`config.mk`:
```
export PLATFORM = sky130hd
export DESIGN_NAME = pkt_drain_sched_flat
export DESIGN_NICKNAME = d
export VERILOG_FILES = /design/src/rtl/pkt_drain_if.sv /design/src/rtl/pkt_drain_sched.sv /design/src/flat_wrapper.sv
export SDC_FILE = /design/constraint.sdc
export NUM_CORES = 1
export LEC_CHECK = 0
export CORE_MARGIN = 4
export CORE_UTILIZATION = 37
export CTS_CLUSTER_DIAMETER = 50
export DETAILED_ROUTE_END_ITERATION = 8
export PLACE_DENSITY = 0.63
export SLEW_MARGIN = 25
export SYNTH_ARGS = -nofsm -noshare
export SYNTH_HDL_FRONTEND = slang
export SYNTH_SLANG_ARGS = --single-unit
```
`constraint.sdc`:
```
create_clock -name clk -period 2.6 [get_ports clk]
set_input_delay 0.78 -clock clk [delete_from_list [all_inputs] [get_ports clk]]
set_output_delay 0.78 -clock clk [all_outputs]
set_load 0.02 [all_outputs]
```
`src/rtl/pkt_drain_if.sv`:
```
// pkt_drain_if: handshake bundle between classifier, upper FIFO read
// port, rewrite mux and the drain scheduler.
interface pkt_drain_if #(
  parameter int CNT_W = 16
);
  logic             verdict_valid;
  logic [1:0]       verdict_action;
  logic             verdict_ready;
  logic             allow_drain;
  logic             fifo_pkt_sop;
  logic             fifo_rd_valid;
  logic             fifo_rd_last;
  logic             fifo_rd_ready;
  logic             out_valid;
  logic             out_last;
  logic             out_ready;
  logic             rewrite_en;
  logic             busy;
  logic [CNT_W-1:0] fwd_cnt;
  logic [CNT_W-1:0] drop_cnt;
  logic             wdog_err;

  modport slave (
    input  verdict_valid, verdict_action,
    input  fifo_pkt_sop, fifo_rd_valid, fifo_rd_last,
    input  out_ready,
    output verdict_ready, allow_drain, fifo_rd_ready,
    output out_valid, out_last, rewrite_en, busy,
    output fwd_cnt, drop_cnt, wdog_err
  );

  modport master (
    output verdict_valid, verdict_action,
    output fifo_pkt_sop, fifo_rd_valid, fifo_rd_last,
    output out_ready,
    input  verdict_ready, allow_drain, fifo_rd_ready,
    input  out_valid, out_last, rewrite_en, busy,
    input  fwd_cnt, drop_cnt, wdog_err
  );
endinterface

```
`src/rtl/pkt_drain_sched.sv`:
```
// pkt_drain_sched: per-packet drain controller for the upper packet FIFO.
// Optional XFER stall watchdog enabled by defining PKT_DRAIN_WDOG_EN.
module pkt_drain_sched #(
  parameter int VQ_DEPTH    = 4,
  parameter int GAP_CYCLES  = 2,
  parameter int CNT_W       = 16,
  parameter int WDOG_CYCLES = 1024
) (
  input logic      clk,
  input logic      rst,
  pkt_drain_if.slave bus
);
  localparam int AW = $clog2(VQ_DEPTH);
  localparam int GW = (GAP_CYCLES > 1) ? $clog2(GAP_CYCLES) : 1;

  localparam logic [1:0] S_IDLE = 2'd0;
  localparam logic [1:0] S_ARM  = 2'd1;
  localparam logic [1:0] S_XFER = 2'd2;
  localparam logic [1:0] S_GAP  = 2'd3;

  if (VQ_DEPTH < 2 || (VQ_DEPTH & (VQ_DEPTH - 1)) != 0) begin : g_bad_depth
    $error("VQ_DEPTH must be a power of 2 and at least 2");
  end
  if (WDOG_CYCLES < 1) begin : g_bad_wdog
    $error("WDOG_CYCLES must be at least 1");
  end

  logic [1:0]       vq_mem [VQ_DEPTH];
  logic [AW:0]      wr_ptr_q;
  logic [AW:0]      rd_ptr_q;
  logic [1:0]       state_q;
  logic [1:0]       state_d;
  logic             drop_q;
  logic             rew_q;
  logic [GW-1:0]    gap_q;
  logic [CNT_W-1:0] fwd_q;
  logic [CNT_W-1:0] drop_cnt_q;

  logic empty;
  logic full;
  logic ready_c;
  logic push;
  logic xfer;
  logic rd_ready_c;
  logic beat;
  logic done;

  assign empty = (wr_ptr_q == rd_ptr_q);
  assign full  = (wr_ptr_q[AW] != rd_ptr_q[AW]) &&
                 (wr_ptr_q[AW-1:0] == rd_ptr_q[AW-1:0]);

  assign ready_c    = !full && !rst;
  assign push       = bus.verdict_valid && ready_c;
  assign xfer       = (state_q == S_XFER);
  assign rd_ready_c = xfer && (drop_q || bus.out_ready);
  assign beat       = bus.fifo_rd_valid && rd_ready_c;
  assign done       = beat && bus.fifo_rd_last;

  assign bus.verdict_ready = ready_c;
  assign bus.allow_drain   = !rst && (state_q == S_ARM);
  assign bus.fifo_rd_ready = !rst && rd_ready_c;
  assign bus.out_valid     = !rst && xfer && !drop_q && bus.fifo_rd_valid;
  assign bus.out_last      = !rst && xfer && !drop_q && bus.fifo_rd_last;
  assign bus.rewrite_en    = !rst && rew_q;
  assign bus.busy          = !rst && ((state_q != S_IDLE) || !empty);
  assign bus.fwd_cnt       = fwd_q;
  assign bus.drop_cnt      = drop_cnt_q;

  // Verdict storage; contents need no reset since pointers gate them.
  always_ff @(posedge clk) begin
    if (push) vq_mem[wr_ptr_q[AW-1:0]] <= bus.verdict_action;
  end

  // Queue pointers: push on accepted verdict, pop on packet complete.
  always_ff @(posedge clk) begin
    if (rst) begin
      wr_ptr_q <= '0;
      rd_ptr_q <= '0;
    end else begin
      if (push) wr_ptr_q <= wr_ptr_q + 1'b1;
      if (done) rd_ptr_q <= rd_ptr_q + 1'b1;
    end
  end

  // Next-state decode for the drain FSM.
  always_comb begin
    state_d = state_q;
    unique case (state_q)
      S_IDLE: if (!empty) state_d = S_ARM;
      S_ARM:  if (bus.fifo_pkt_sop) state_d = S_XFER;
      S_XFER: if (done) state_d = (GAP_CYCLES == 0) ? S_IDLE : S_GAP;
      S_GAP:  if (gap_q == GW'(GAP_CYCLES - 1)) state_d = S_IDLE;
      default: state_d = S_IDLE;
    endcase
  end

  // FSM state, latched head action and inter-packet gap counter.
  always_ff @(posedge clk) begin
    if (rst) begin
      state_q <= S_IDLE;
      drop_q  <= 1'b0;
      rew_q   <= 1'b0;
      gap_q   <= '0;
    end else begin
      state_q <= state_d;
      if (state_q == S_IDLE && !empty) begin
        drop_q <= vq_mem[rd_ptr_q[AW-1:0]][0];
        rew_q  <= (vq_mem[rd_ptr_q[AW-1:0]] == 2'b10);
      end
      if (done) rew_q <= 1'b0;
      if (state_q == S_GAP) gap_q <= gap_q + 1'b1;
      else gap_q <= '0;
    end
  end

  // Saturating per-packet statistics.
  always_ff @(posedge clk) begin
    if (rst) begin
      fwd_q      <= '0;
      drop_cnt_q <= '0;
    end else if (done) begin
      if (!drop_q && fwd_q != '1) fwd_q <= fwd_q + 1'b1;
      if (drop_q && drop_cnt_q != '1) drop_cnt_q <= drop_cnt_q + 1'b1;
    end
  end

`ifdef PKT_DRAIN_WDOG_EN
  localparam int WW = $clog2(WDOG_CYCLES + 1);

  logic [WW-1:0] stall_q;
  logic [WW-1:0] stall_d;
  logic          wdog_q;

  // Stall run length; restarts on any beat and outside XFER.
  always_comb begin
    stall_d = stall_q;
    if (!xfer || beat) stall_d = '0;
    else if (stall_q != WW'(WDOG_CYCLES)) stall_d = stall_q + 1'b1;
  end

  // Sticky stall flag.
  always_ff @(posedge clk) begin
    if (rst) begin
      stall_q <= '0;
      wdog_q  <= 1'b0;
    end else begin
      stall_q <= stall_d;
      if (stall_d == WW'(WDOG_CYCLES)) wdog_q <= 1'b1;
    end
  end

  assign bus.wdog_err = !rst && wdog_q;
`else
  assign bus.wdog_err = 1'b0;
`endif

endmodule

```
`src/flat_wrapper.sv`:
```
// flat-port wrapper written by rule: the top's interface ports become plain ports
module pkt_drain_sched_flat 
#(
  parameter int VQ_DEPTH    = 4,
  parameter int GAP_CYCLES  = 2,
  parameter int CNT_W       = 16,
  parameter int WDOG_CYCLES = 1024
)
  (clk, rst, bus_verdict_valid, bus_verdict_action, bus_fifo_pkt_sop, bus_fifo_rd_valid, bus_fifo_rd_last, bus_out_ready, bus_verdict_ready, bus_allow_drain, bus_fifo_rd_ready, bus_out_valid, bus_out_last, bus_rewrite_en, bus_busy, bus_fwd_cnt, bus_drop_cnt, bus_wdog_err);
  pkt_drain_if #(.CNT_W(CNT_W)) bus_i ();
  input logic clk;
  input logic rst;
  input wire logic [$bits(bus_i.verdict_valid)-1:0] bus_verdict_valid;
  input wire logic [$bits(bus_i.verdict_action)-1:0] bus_verdict_action;
  input wire logic [$bits(bus_i.fifo_pkt_sop)-1:0] bus_fifo_pkt_sop;
  input wire logic [$bits(bus_i.fifo_rd_valid)-1:0] bus_fifo_rd_valid;
  input wire logic [$bits(bus_i.fifo_rd_last)-1:0] bus_fifo_rd_last;
  input wire logic [$bits(bus_i.out_ready)-1:0] bus_out_ready;
  output wire logic [$bits(bus_i.verdict_ready)-1:0] bus_verdict_ready;
  output wire logic [$bits(bus_i.allow_drain)-1:0] bus_allow_drain;
  output wire logic [$bits(bus_i.fifo_rd_ready)-1:0] bus_fifo_rd_ready;
  output wire logic [$bits(bus_i.out_valid)-1:0] bus_out_valid;
  output wire logic [$bits(bus_i.out_last)-1:0] bus_out_last;
  output wire logic [$bits(bus_i.rewrite_en)-1:0] bus_rewrite_en;
  output wire logic [$bits(bus_i.busy)-1:0] bus_busy;
  output wire logic [$bits(bus_i.fwd_cnt)-1:0] bus_fwd_cnt;
  output wire logic [$bits(bus_i.drop_cnt)-1:0] bus_drop_cnt;
  output wire logic [$bits(bus_i.wdog_err)-1:0] bus_wdog_err;
  assign bus_i.verdict_valid = bus_verdict_valid;
  assign bus_i.verdict_action = bus_verdict_action;
  assign bus_i.fifo_pkt_sop = bus_fifo_pkt_sop;
  assign bus_i.fifo_rd_valid = bus_fifo_rd_valid;
  assign bus_i.fifo_rd_last = bus_fifo_rd_last;
  assign bus_i.out_ready = bus_out_ready;
  assign bus_verdict_ready = bus_i.verdict_ready;
  assign bus_allow_drain = bus_i.allow_drain;
  assign bus_fifo_rd_ready = bus_i.fifo_rd_ready;
  assign bus_out_valid = bus_i.out_valid;
  assign bus_out_last = bus_i.out_last;
  assign bus_rewrite_en = bus_i.rewrite_en;
  assign bus_busy = bus_i.busy;
  assign bus_fwd_cnt = bus_i.fwd_cnt;
  assign bus_drop_cnt = bus_i.drop_cnt;
  assign bus_wdog_err = bus_i.wdog_err;
  pkt_drain_sched #(.VQ_DEPTH(VQ_DEPTH), .GAP_CYCLES(GAP_CYCLES), .CNT_W(CNT_W), .WDOG_CYCLES(WDOG_CYCLES)) u_core (.clk(clk), .rst(rst), .bus(bus_i));
endmodule
```
==> impl_results.md, run 1 <==
- First-pass iteration count of the detailed router: 7
- Initial antenna violation count: 0
- #FFs+latches synth: 53
- P_sw: 488.5 µW
- Largest net degree at the start of global routing: 20
- Final period util: 96.84%
- CP endpoint kind: primary output
- 1st-iter DRT viols: 96
- Combinational power share: 21.3%
- # diodes: 0
- Layout cells sized above 1: 14.40%
- Cell count after placement: 459
- Syn Nets: between 300 and 400
- Final Setup Violations: 0
- Status: finished clean
- Top Family by Delay on Critical Path: buffers and inverters
- EDFF count, synth: 8
- Clk network pwr share: 26.5%
- Mapped cell area: between 2000 and 3000 µm²
- Core Box Area: about 7300 µm²
- Final Hold Viols: 0
- Cell Int Power: 1221 µW
- Worst Max-Slew Pin Slew: about 0.57 ns
- Maximum VDD drop: about 0.3 mV
- Storage element area: 1142 µm²
- Worst-skew pair later-pin latency: roughly 0.30 ns
- Final ANT Viol Nets: 0
- Initial core utilization: 38.09%
- Crit path kind: in -> out
- R2R depth: 7
- Crit-path max FO: 2
- Warnings, synthesis: 0
- Worst flop-to-flop path endpoint: u_core.bus.fwd_cnt[11]$_SDFFE_PP0P_
- Worst EP arrival: roughly 1.7 ns
- Root Driver: clkbuf_8
- Maxcap violations: 0
- First-pass GRT wire length: between 10 and 15 mm
- DRC viols: 0
- Commonest non-fill, non-tap cell in the layout: dfxtp_1
- Pre-CTS setup slack: -0.4515 ns
- Die width: 94.65 µm
- Slowest CP cell: clkdlybuf4s50_1
- RSZ-0062 raised after global routing: false
- Peak Freq: 397.2 MHz
- Core occupancy in the finished layout: 49.55%
- Worst-path clk slew: 0.09 ns
- CTS tree: built
- Num rows: 31
- Commonest cells after routing, fill and taps aside: dfxtp_1 (44), clkdlybuf4s50_1 (38), a21oi_1 (28)
- TritonCTS Buffers: 5
- Leak pwr: 0.001258 µW
- Multi-input logic area: 1543 µm²
- R2r startpoint: u_core.state_q[0]$_SDFFE_PP0P_
- R2R setup slack: 0.37 ns
- Placed cell area: between 3000 and 4000 µm²
- Chip Height: 94.65 µm
- Port Buffer Count: 47
- Slew margin rel.: 61.58%
- WP data required: approximately 1.8 ns
- Vias in the first global route: 2303
- HPWL after DPL: 4.704 mm
- Worst Hold Class: reg -> reg
- Routed via count: 2460
- Sequential fraction of the synthesis area: 41.08%
- Hold Path Cell Cnt: 2
- Post-layout min period: 2.518 ns
- CTS max path bufs: 2
- DR WL/cell: 13.22 µm
- Pwr per Cell Area: 473.2 nW/µm²
- Reg power frac: 52.2%
- Post-Route Skew: roughly 0.0098 ns
- Hold path startpoint: u_core.rew_q$_SDFFE_PP0P_
- Hold Path Sink: u_core.rew_q$_SDFFE_PP0P_
- Fillers: 724
- Cell area after layout: 3613 µm²
- Post-Syn Instances: 300
- Total track usage: ~15%
- RePlAce Congestion: ~0.8
- IO Pins: 49
- Switching share of power: 28.57%
- Vias per cell: 5.268
- FFs w/ async S/R, synth: 0%
- Final WS setup: 0.08206 ns
- Power Total: around 1700 µW
- GRT overflow: 0
- Area grow syn2layout: 30.09%
- Post-Syn Area per Cell: 9.259 µm²
- Clock sink count: 53
- CP startpoint kind: primary input
- Crit-path cells: clkdlybuf4s50_1 -> o21ai_0 -> nor2_1 -> clkdlybuf4s15_1
- H-Tree Level Count: 2
- Nets: ~390
- Die area: between 8000 and 9000 µm²
- Non-Filler Instances: 467
- Count of cell types in the netlist: 50
- Ys flop type: dfxtp_1
- Final WL: 6.176 mm
- Max-slew violations: 0
- WP buf/inv: 2
- Worst path max stage delay: 0.47 ns
==> stage by stage <==
step | hold WS, ns | TNS, ns
finish | 0.4680 | 0
global route | 0.5115 | 0
CTS | 0.4694 | 0
detailed placement | 0.4499 | -2.785
global placement | 0.4500 | -2.672
floorplan | 0.4400 | -0.01230
==> cell usage after synthesis, drive strengths merged (3+ instances only) <==
cell type  count  area share [%]
nand2         14             1.9
mux2           4             1.6
nor2          15             2.0
nor2b          6             1.4
or2            3            0.68
ha            12             5.4
nor4           7             2.0
xnor2          4             1.3
nand3         14             2.5
a21oi         28             5.0
or4           20             5.7
dfxtp         45              32
inv           18             2.4
edfxtp         8             8.6
or3           10             2.3
nand4          9             2.3
o31ai         16             4.3
buf            6             1.1
and4           3            0.95
o21ai         10             1.8
clkbuf         7            0.95
o41ai          5             1.6
nor3           3            0.54
and2           6             1.4
xor2           4             1.3
==> worst reg2reg max path, delay by kind of cell, from the launching register on <==
family	cells	cell delay, ns
AND/OR/NAND/NOR	3	1.09
buffers and inverters	2	0.28
AO/OA/AOI/OAI	1	0.16
flip-flops	1	0.35
adder cells (fa/ha/maj)	1	0.28
==> worst max path at each step <==
stage	startpoint	to	cells past startpoint
floorplan	rst	bus_busy	4
global route	bus_out_ready	bus_fifo_rd_ready	4
global placement	bus_fifo_rd_valid	bus_out_valid	3
CTS	bus_fifo_rd_valid	bus_out_valid	3
finish	bus_out_ready	bus_fifo_rd_ready	4
detailed placement	bus_fifo_rd_valid	bus_out_valid	3
==> registers in the layout, summed over array words and instances (netlist names), named ones only <==
signal / cells
u_core.gap_q: 1
u_core.bus.drop_cnt: 16
u_core.rd_ptr_q: 3
u_core.wr_ptr_q: 3
u_core.state_q: 2
u_core.rew_q: 1
u_core.drop_q: 1
u_core.vq_mem: 8
u_core.bus.fwd_cnt: 16
==> power groups by stage <==
stage                     combinational [µW]  clock, µW  sequential (µW)
after global routing                     417        512              897
after global placement                   350          0              909
after CTS                                368        474              890
final                                    365        453              892
after floorplan                          215          0              897
after detailed placement                 355          0              909
==> per-layer routing <==
layer	wire length, µm	track usage, %
met1	3035	20.59
met2	2870	23.14
met3	221	3.426
met4	48	3.245
met5	0	0
==> area by class of cell <==
class	count	area share, %
multi-input cells	216	42.69
flip-flops and latches	53	31.61
clock buffers	5	1.904
repair buffers	73	18.01
clock inverters	3	0.4848
inverters	18	1.870
well taps	99	3.428
==> cell families (layout without fill, tap and decap cells) <==
group / count (synthesis) / count (layout) / synth area share [%]
buffers and inverters: 31 / 99 / 4.460
flip-flops: 53 / 53 / 41.08
other: 1 / 1 / 0.1350
multiplexers: 8 / 8 / 3.964
adder cells (fa/ha/maj): 12 / 12 / 5.405
XOR/XNOR: 8 / 8 / 2.522
AO/OA/AOI/OAI: 71 / 71 / 16.53
AND/OR/NAND/NOR: 116 / 116 / 25.90
==> what timing repair did <==
item,CTS,global route
buffers inserted,0,0
endpoints found under the hold margin,0,0
gates resized for setup,17,5
endpoints found under the setup margin,7,3
pin swaps,0,1
hold buffers,0,0
Note: power is estimated with default switching activity, not from simulation.
==> run 2: changes to the inputs <==
--- a/config.mk
+++ b/config.mk
@@ -5,7 +5,6 @@
 export SDC_FILE = /design/constraint.sdc
 export NUM_CORES = 1
 export LEC_CHECK = 0
-export CORE_MARGIN = 4
 export CORE_UTILIZATION = 37
 export CTS_CLUSTER_DIAMETER = 50
 export DETAILED_ROUTE_END_ITERATION = 8
==> impl_results.md, run 2 (synthesized netlist as in run 1, its figures left out) <==
- Status: finished clean (unchanged)
- Post-Route Skew: 0.007109 ns (was 0.009825 ns)
- Cell count after placement: 456 (was 459)
- Core Box Area: 7253 µm² (was 7292 µm²)
- Max-slew violations: 0 (unchanged)
- TritonCTS Buffers: 5 (unchanged)
- Clock sink count: 53 (unchanged)
- Peak Freq: 396.1 MHz (was 397.2 MHz)
- HPWL after DPL: 4.531 mm (was 4.704 mm)
- Initial antenna violation count: 0 (unchanged)
- Nets: 385 (was 388)
- Leak pwr: 0.001228 µW (was 0.001258 µW)
- Final WL: 6.275 mm (was 6.176 mm)
- DRC viols: 0 (unchanged)
- Clk network pwr share: 27.4% (was 26.5%)
- Crit-path cells: clkdlybuf4s50_1 -> o21ai_0 -> nor2_1 -> dlygate4sd2_1 (was clkdlybuf4s50_1 -> o21ai_0 -> nor2_1 -> clkdlybuf4s15_1)
- First-pass iteration count of the detailed router: 4 (was 7)
- Fillers: 694 (was 724)
- Metal-1 WL: 3.144 mm (was 3.035 mm)
- Placed cell area: 3490 µm² (was 3512 µm²)
- WL met3: 202 µm (was 221 µm)
- Cell Int Power: 1217 µW (was 1221 µW)
- First-pass GRT wire length: 10.26 mm (was 10.73 mm)
- Worst Max-Slew Pin Slew: 0.6213 ns (was 0.5719 ns)
- Port Buffer Count: 47 (unchanged)
- Setup Buffers After CTS: 0 (unchanged)
- RSZ-0062 raised after global routing: false (unchanged)
- Final period util: 97.09% (was 96.84%)
- Die width: 88.65 µm (was 94.65 µm)
- Fin Hold WS: 0.4742 ns (was 0.4680 ns)
- Vias per cell: 5.293 (was 5.268)
- Vias in the first global route: 2148 (was 2303)
- CTS Hold Bufs: 0 (unchanged)
- DR WL/cell: 13.52 µm (was 13.22 µm)
- Worst Hold Class: reg -> reg (unchanged)
- Worst EP arrival: 1.74 ns (about the same)
- Crit path kind: in -> out (unchanged)
- 1st-iter DRT viols: 77 (was 96)
- Routed via count: 2456 (was 2460)
- Commonest non-fill, non-tap cell in the layout: dfxtp_1 (unchanged)
- R2R setup slack: 0.48 ns (was 0.37 ns)
- H-Tree Level Count: 2 (unchanged)
- Maxcap violations: 0 (unchanged)
- CP endpoint kind: primary output (unchanged)
- GRT overflow: 0 (unchanged)
- Maximum VDD drop: 0.2647 mV (was 0.2976 mV)
- Combinational power share: 21.1% (was 21.3%)
- Cell area after layout: 3597 µm² (was 3613 µm²)
- Worst-skew pair later-pin latency: 0.31 ns (was 0.30 ns)
- Met2 WL: 2.873 mm (was 2.870 mm)
- Storage element area: 1142 µm² (unchanged)
- Commonest cells after routing, fill and taps aside: dfxtp_1 (44), clkdlybuf4s50_1 (39), a21oi_1 (28) (was dfxtp_1 (44), clkdlybuf4s50_1 (38), a21oi_1 (28))
- Num rows: 31 (unchanged)
- Core occupancy in the finished layout: 49.59% (was 49.55%)
- Final Hold Viols: 0 (unchanged)
- Post-layout min period: 2.524 ns (was 2.518 ns)
- CTS tree: built (unchanged)
- Total track usage: 16.75% (was 14.73%)
- Initial core utilization: 38.30% (was 38.09%)
- P_sw: 506.5 µW (was 488.5 µW)
- CTS max path bufs: 2 (unchanged)
- Slowest CP cell: clkdlybuf4s50_1 (unchanged)
- Reg power frac: 51.6% (was 52.2%)
- IO Pins: 49 (unchanged)
- Slew margin rel.: 58.26% (was 61.58%)
- Final Setup Violations: 0 (unchanged)
- Worst path max stage delay: 0.47 ns (about the same)
- Worst-path clk slew: 0.09 ns (about the same)
- CP startpoint kind: primary input (unchanged)
- Largest net degree at the start of global routing: 20 (unchanged)
- Pwr per Cell Area: 479.2 nW/µm² (was 473.2 nW/µm²)
- Non-Filler Instances: 464 (was 467)
- WP buf/inv: 2 (unchanged)
- Chip Height: 88.65 µm (was 94.65 µm)
- Final WS setup: 0.07569 ns (was 0.08206 ns)
- Die area: 7858 µm² (was 8958 µm²)
- Switching share of power: 29.38% (was 28.57%)
- Area grow syn2layout: 29.50% (was 30.09%)
- RePlAce Congestion: 0.7962 (was 0.8056)
- # diodes: 0 (unchanged)
- Layout cells sized above 1: 14.25% (was 14.40%)
- Top Family by Delay on Critical Path: buffers and inverters (unchanged)
- Pre-CTS setup slack: -0.4777 ns (was -0.4515 ns)
- Crit-path max FO: 2 (unchanged)
- Root Driver: clkbuf_8 (unchanged)
- Final ANT Viol Nets: 0 (unchanged)
- Multi-input logic area: 1551 µm² (was 1543 µm²)
- Max layer used: met4 (unchanged)
- WP data required: 1.82 ns (about the same)
==> run 2: layout make-up <==
cell class | count | area share, %
Multi-Input combinational cell | 216 | 43.13
Tap cell | 99 | 3.443
Timing Repair Buffer | 70 | 17.36
Inverter | 18 | 1.878
Clock buffer | 6 | 2.017
Clock inverter | 2 | 0.4174
Sequential cell | 53 | 31.76
==> run 2: stage by stage <==
step | TNS [ns] | power, µW
after global routing | 0 | 1810
after global placement | -1.728 | 1243
final | 0 | 1724
after CTS | 0 | 1736
after floorplan | -0.01230 | 1112
after detailed placement | -2.094 | 1248
==> run 2: per-layer routing <==
| layer | track usage [%] | vias to the layer above |
|---|---|---|
| li1 | - | 1257 |
| met1 | 23.01 | 1149 |
| met2 | 26.85 | 43 |
| met3 | 3.358 | 7 |
| met4 | 4.399 | 0 |
| met5 | 0 | - |
==> run 2: worst reg2reg max path: stages, from the launching register on <==
cell and delay [ns]:
dfxtp_1 0.32, inv_1 0.10, ha_2 0.30, buf_4 0.17
and4_1 0.24, buf_4 0.15, nand2_1 0.13, or4_1 0.49
a21oi_1 0.15
==> run 2: final timing paths <==
path | start | to | cells past startpoint
setup / recovery | bus_out_ready | bus_fifo_rd_ready | 4
setup reg to reg | u_core.state_q[0]$_SDFFE_PP0P_ | u_core.bus.drop_cnt[14]$_SDFFE_PP0P_ | 8
hold reg to reg | u_core.rew_q$_SDFFE_PP0P_ | u_core.rew_q$_SDFFE_PP0P_ | 2
hold / removal | u_core.rew_q$_SDFFE_PP0P_ | u_core.rew_q$_SDFFE_PP0P_ | 2
==> run 2: timing repair <==
action	CTS	global route
endpoints found under the hold margin	0	0
setup endpoints to repair	7	3
resized for setup	21	1
pin swaps	0	2
==> run 2: power by group through the flow <==
stage                     clock (µW)  sequential [µW]  combinational, µW
after floorplan                    0              897                215
final                            472              889                363
after detailed placement           0              904                344
after CTS                        487              887                362
after global routing             519              894                397
after global placement             0              905                338
==> run 3: changes to the inputs <==
--- a/config.mk
+++ b/config.mk
@@ -9,7 +9,7 @@
 export CTS_CLUSTER_DIAMETER = 50
 export DETAILED_ROUTE_END_ITERATION = 8
 export PLACE_DENSITY = 0.63
-export SLEW_MARGIN = 25
+export SLEW_MARGIN = 20
 export SYNTH_ARGS = -nofsm -noshare
 export SYNTH_HDL_FRONTEND = slang
 export SYNTH_SLANG_ARGS = --single-unit
==> results of run 3 <==
Same layout as run 2: the final DEF is identical, and so are final timing and power.
